==> src/rtl/serial_subtractor.sv <==
// serial_subtractor: multi-cycle ripple-borrow subtractor computing
// D = X - Y - Bin over WIDTH bits, DIGIT bits per clock, LSB digit first.
// A start/ready/done handshake fronts it; D/Bout/ovf are shadow registers
// that only update on the edge that finishes an operation.
module serial_subtractor #(
  parameter int WIDTH = 8,
  parameter int DIGIT = 1
) (
  input  logic             clk,
  input  logic             rst,
  input  logic             start,
  input  logic [WIDTH-1:0] X,
  input  logic [WIDTH-1:0] Y,
  input  logic             Bin,
  output logic             ready,
  output logic             busy,
  output logic             done,
  output logic [WIDTH-1:0] D,
  output logic             Bout,
  output logic             ovf
);

  localparam int N  = WIDTH / DIGIT;
  localparam int CW = (N > 1) ? $clog2(N) : 1;

  typedef enum logic [1:0] {
    IDLE = 2'd0,
    RUN  = 2'd1,
    DONE = 2'd2
  } state_t;

  state_t state, state_nx;

  // Working registers: operands shift right one digit per RUN edge so the
  // active slice always sits at bit 0; the result fills in from the top.
  logic [WIDTH-1:0] xr, yr, res;
  logic             br;
  logic             xmsb, ymsb;
  logic [CW-1:0]    cnt;
  logic             last;

  logic [DIGIT-1:0]       ds;
  logic                   bchain;
  logic                   b_nx;
  logic [WIDTH+DIGIT-1:0] cat;
  logic [WIDTH-1:0]       res_nx;

  assign last = (cnt == CW'(N - 1));

  // Ripple one DIGIT-bit slice through full-subtractor cells.
  always_comb begin
    // NOTE: every variable gets a default before any branch or loop so no
    // path leaves it unassigned, which would infer a latch.
    ds     = '0;
    bchain = br;
    for (int i = 0; i < DIGIT; i++) begin
      // NOTE: blocking assignments here are deliberate: bchain must carry
      // the borrow from bit i into bit i+1 within the same evaluation.
      ds[i]  = xr[i] ^ yr[i] ^ bchain;
      bchain = (~xr[i] & yr[i]) | (~(xr[i] ^ yr[i]) & bchain);
    end
    b_nx   = bchain;
    cat    = {ds, res};
    res_nx = cat[WIDTH+DIGIT-1:DIGIT];
  end

  // State register.
  always_ff @(posedge clk or posedge rst) begin
    // NOTE: sequential state uses non-blocking assignments so every register
    // samples its inputs from before the edge, independent of block order.
    if (rst) state <= IDLE;
    else     state <= state_nx;
  end

  // Next-state and handshake outputs.
  always_comb begin
    state_nx = state;
    ready    = 1'b0;
    busy     = 1'b0;
    done     = 1'b0;
    unique case (state)
      IDLE: begin
        ready = 1'b1;
        if (start) state_nx = RUN;
      end
      RUN: begin
        busy = 1'b1;
        if (last) state_nx = DONE;
      end
      DONE: begin
        done     = 1'b1;
        state_nx = IDLE;
      end
      default: state_nx = IDLE;
    endcase
  end

  // Operand capture, digit-serial datapath and result shadow registers.
  always_ff @(posedge clk or posedge rst) begin
    if (rst) begin
      xr   <= '0;
      yr   <= '0;
      res  <= '0;
      br   <= 1'b0;
      xmsb <= 1'b0;
      ymsb <= 1'b0;
      cnt  <= '0;
      D    <= '0;
      Bout <= 1'b0;
      ovf  <= 1'b0;
    end else begin
      case (state)
        IDLE: begin
          if (start) begin
            xr   <= X;
            yr   <= Y;
            br   <= Bin;
            xmsb <= X[WIDTH-1];
            ymsb <= Y[WIDTH-1];
            cnt  <= '0;
          end
        end
        RUN: begin
          xr  <= xr >> DIGIT;
          yr  <= yr >> DIGIT;
          res <= res_nx;
          br  <= b_nx;
          cnt <= cnt + 1'b1;
          if (last) begin
            D    <= res_nx;
            Bout <= b_nx;
            ovf  <= (xmsb != ymsb) && (res_nx[WIDTH-1] != xmsb);
          end
        end
        default: ;
      endcase
    end
  end

endmodule

==> config.mk <==
export PLATFORM = sky130hd
export DESIGN_NAME = serial_subtractor
export DESIGN_NICKNAME = d
export VERILOG_FILES = /design/src/rtl/serial_subtractor.sv
export SDC_FILE = /design/constraint.sdc
export NUM_CORES = 1
export LEC_CHECK = 0
export BUFFER_PORTS_ARGS = -buffer_cell sky130_fd_sc_hd__buf_4
export CAP_MARGIN = 20
export CORE_ASPECT_RATIO = 0.5
export CORE_MARGIN = 3
export CORE_UTILIZATION = 46
export CTS_CLUSTER_SIZE = 16
export DETAILED_ROUTE_END_ITERATION = 7
export PLACE_DENSITY = 0.65
export SLEW_MARGIN = 10
export SYNTH_ARGS = -nofsm -noshare
export SYNTH_HDL_FRONTEND = slang
export SYNTH_SLANG_ARGS = --single-unit
==> constraint.sdc <==
create_clock -name clk -period 2.11 [get_ports clk]
set_clock_uncertainty 0.15 [all_clocks]
set_input_delay 0.422 -clock clk [delete_from_list [all_inputs] [get_ports clk]]
set_output_delay 0.422 -clock clk [all_outputs]
set_load 0.02 [all_outputs]
==> results_dict.tcl <==
set metrics [dict create \
    die_height_um 51.0 \
    crit_slowest_cell "dfrtp_2" \
    vias 1449 \
    numCtsBuffers 5 \
    cts_buffer_depth 2 \
    fin_nets 236 \
    rsz0062_at_grt "no" \
    met1_usage_pct 25.4 \
    ys_types 23 \
    drv_cap 0 \
    worstMarginPinSlew_ns 0.512 \
    htree_levels 2 \
    p_leak_nw 1.08 \
    clock-sinks 41 \
    die_x_um 96.1 \
    postPlaceCellArea_mm2 0.00216 \
    postSynthAreaPerCell_um2 10.4 \
    synthTopCellsByCount "dfrtp_1, nand2_1, o21ai_1" \
    drc_errors 0 \
    critPathCaptureType "output pin" \
    async_flop_share_pct 100 \
    finalMaxSlewViolations 0 \
    yosysSeqAreaShare_pct 55.0 \
    p_per_area_mw_per_mm2 1460 \
    drt_iter0_markers 58 \
    intPower_w 0.00210 \
    syn_inst 179 \
    clkPwrFrac_pct 19.2 \
    fin_setup_tns_ns 0 \
    post_cts_buffers 0 \
    drive_gt1_share_pct 23.4 \
    finalPower_w 0.00331 \
    setup_viol 0 \
    worstPathArrival_ns 1.37 \
    start_util_pct 51.0 \
    synth_ff_type "dfrtp_1" \
    sw_frac_of_total_pct 36.6 \
    outcome "completed" \
    antenna_found_initial 0 \
    grt_use_met3_pct 5.59 \
    first_global_vias 1433 \
    p_sw_w 0.00121 \
    fmax_mhz 516 \
    ir_drop_mv 0.555 \
    yosysMostFrequentCell "dfrtp_1" \
    rows 15 \
    gr-total-overflow 0 \
    crit_type "reg -> out" \
    hold-worst-slack_ns 0.104 \
    min_path_type "in -> async" \
    dieArea_mm2 0.00490 \
    dpl.hpwl_um 2580 \
    p_comb_share_pct 39.1 \
    path_max_fanout 16 \
    crit_required_ns 1.54 \
    syn_to_final_growth_pct 21.9 \
    grt_pass1_wl_um 6780 \
    ys_top_cells_by_area "dfrtp_1, mux2_1, nor2b_1" \
    use_met2_pct 27.4 \
    synth_fp_nets 202 \
    grt_max_degree 42 \
    relSlewSlack_pct 65.9 \
    crit_chain "nand2b_1 -> inv_4 -> buf_4" \
    drt-vias-per-instance 5.47 \
    stdcell_area_mm2 0.00227 \
    synth_edf_count 0 \
    synth_top_area_share_pct 55.0 \
    cpPeakStageDelay_ns 0.51 \
    coreArea_mm2 0.00366 \
    avgRoutedWirePerCell_um 14.5 \
    dr.pass1.iters 4 \
    ys_seq_elements 41 \
    r2r_cells 4 \
    seqPwrFrac_pct 41.6 \
    portBuffers 32 \
    drt-total-wl_um 3840 \
    ys_warn_count 0 \
    r2r_setup_slack_ns 0.29 \
    hold_viol 0 \
    gr-max-usage-layer "met2" \
    cts_root_buffer "clkbuf_8" \
    synth.largest_area_cell "dfrtp_1" \
    fin_crit_sh_pct 91.9 \
    fin_crit_ns 1.94 \
    synth_area_mm2 0.00187 \
    setup.worst_path.start_class "flop" \
    clkTransAtPathRegs_ns 0.08 \
    final_antenna_net_count 0 \
    antenna_cells 0 \
    grt_usage_pct 18.1 \
    clk_latency_ns 0.29 \
    tritoncts "built" \
    place_congestion 0.709 \
    ios 33 \
]
per-stage QoR:
step	util (%)	instances	setup WS [ns]
4_1_cts	62.1	265	0.0357
3_3_place_gp	58.9	257	0.355
6_report	62.2	265	0.170
2_1_floorplan	-	179	0.434
3_5_place_dp	58.9	257	0.261
5_1_grt	62.2	265	0.102
kinds of logic after synthesis:
| logic type | after synthesis | share of synthesized area, % |
|---|---|---|
| AOI/OAI and AO/OA | 56 | 18.0 |
| and+or+nand+nor | 50 | 13.2 |
| DFF | 41 | 55.0 |
| buffers and inverters | 18 | 4.76 |
| muxes | 11 | 6.57 |
| adders and majority gates | 3 | 2.41 |
cells in the final DEF, fill, tap and decap left out:
cell         n
and2b_1      1
o21ai_1     20
nor3b_1      1
nand2_1     26
clkinv_4     1
a2bb2oi_1    3
dfrtp_2      1
inv_1        4
ha_1         2
bufinv_16    1
clkinvlp_4   1
inv_2        1
mux2_1      10
mux2i_1      1
buf_4       39
o21bai_1     1
a22oi_1     14
inv_4        1
nor2b_1     18
fa_1         1
nand3b_1     1
nor2_1       2
clkbuf_8     5
a22o_1       2
nand2b_1     1
dfrtp_1     40
a21oi_1     16
layer usage:
layer  wire length, um  part of all wire, %
met5                 0                    0
met4                27                 0.70
met3               185                  4.8
met2              1780                   46
met1              1850                   48
power groups by stage:
stage	Clock (W)	Sequential [W]	Combinational (W)
3_5_place_dp	0	0.00140	0.00130
5_1_grt	0.000683	0.00143	0.00147
3_3_place_gp	0	0.00137	0.00127
2_1_floorplan	0	0.00143	0.000845
4_1_cts	0.000654	0.00138	0.00131
6_report	0.000636	0.00138	0.00130
worst paths after layout:
check | start | to
setup reg to reg | cnt[0] | D[3]
hold reg to reg | res[1] | res[1]
hold / removal | rst | res[1]
min in group clk | Y[7] | ymsb
setup / recovery | state[1] | busy
max in group asynchronous | rst | state[1]
state kept, by name (all words and copies together), names as in the netlist:
signal / cells
ovf: 1
D: 8
xr: 8
res: 7
Bout: 1
yr: 8
br: 1
ymsb: 1
state: 2
xmsb: 1
cnt: 3
critical path: cells and delay by family (launching register included):
kind / cells / cell delay (ns)
DFF: 1 / 0.51
buffers and inverters: 2 / 0.34
and+or+nand+nor: 1 / 0.23
timing repair:
item / 4_1_cts / 5_1_grt
hold endpoints to repair: 0 / 0
setup endpoints to repair: 0 / 2
hold buffers: 0 / 0
gates resized for setup: 0 / 2
cell type report:
| cell class | count | area, um2 |
|---|---|---|
| Fill cell | 322 | 1390 |
| Sequential cell | 41 | 1030 |
| Multi-Input combinational cell | 120 | 751 |
| Timing Repair Buffer | 39 | 293 |
| Clock buffer | 5 | 68.8 |
| Tap cell | 51 | 63.8 |
| Clock inverter | 3 | 46.3 |
| Inverter | 6 | 25.0 |
No activity file was read; power rests on OpenSTA's default activity.
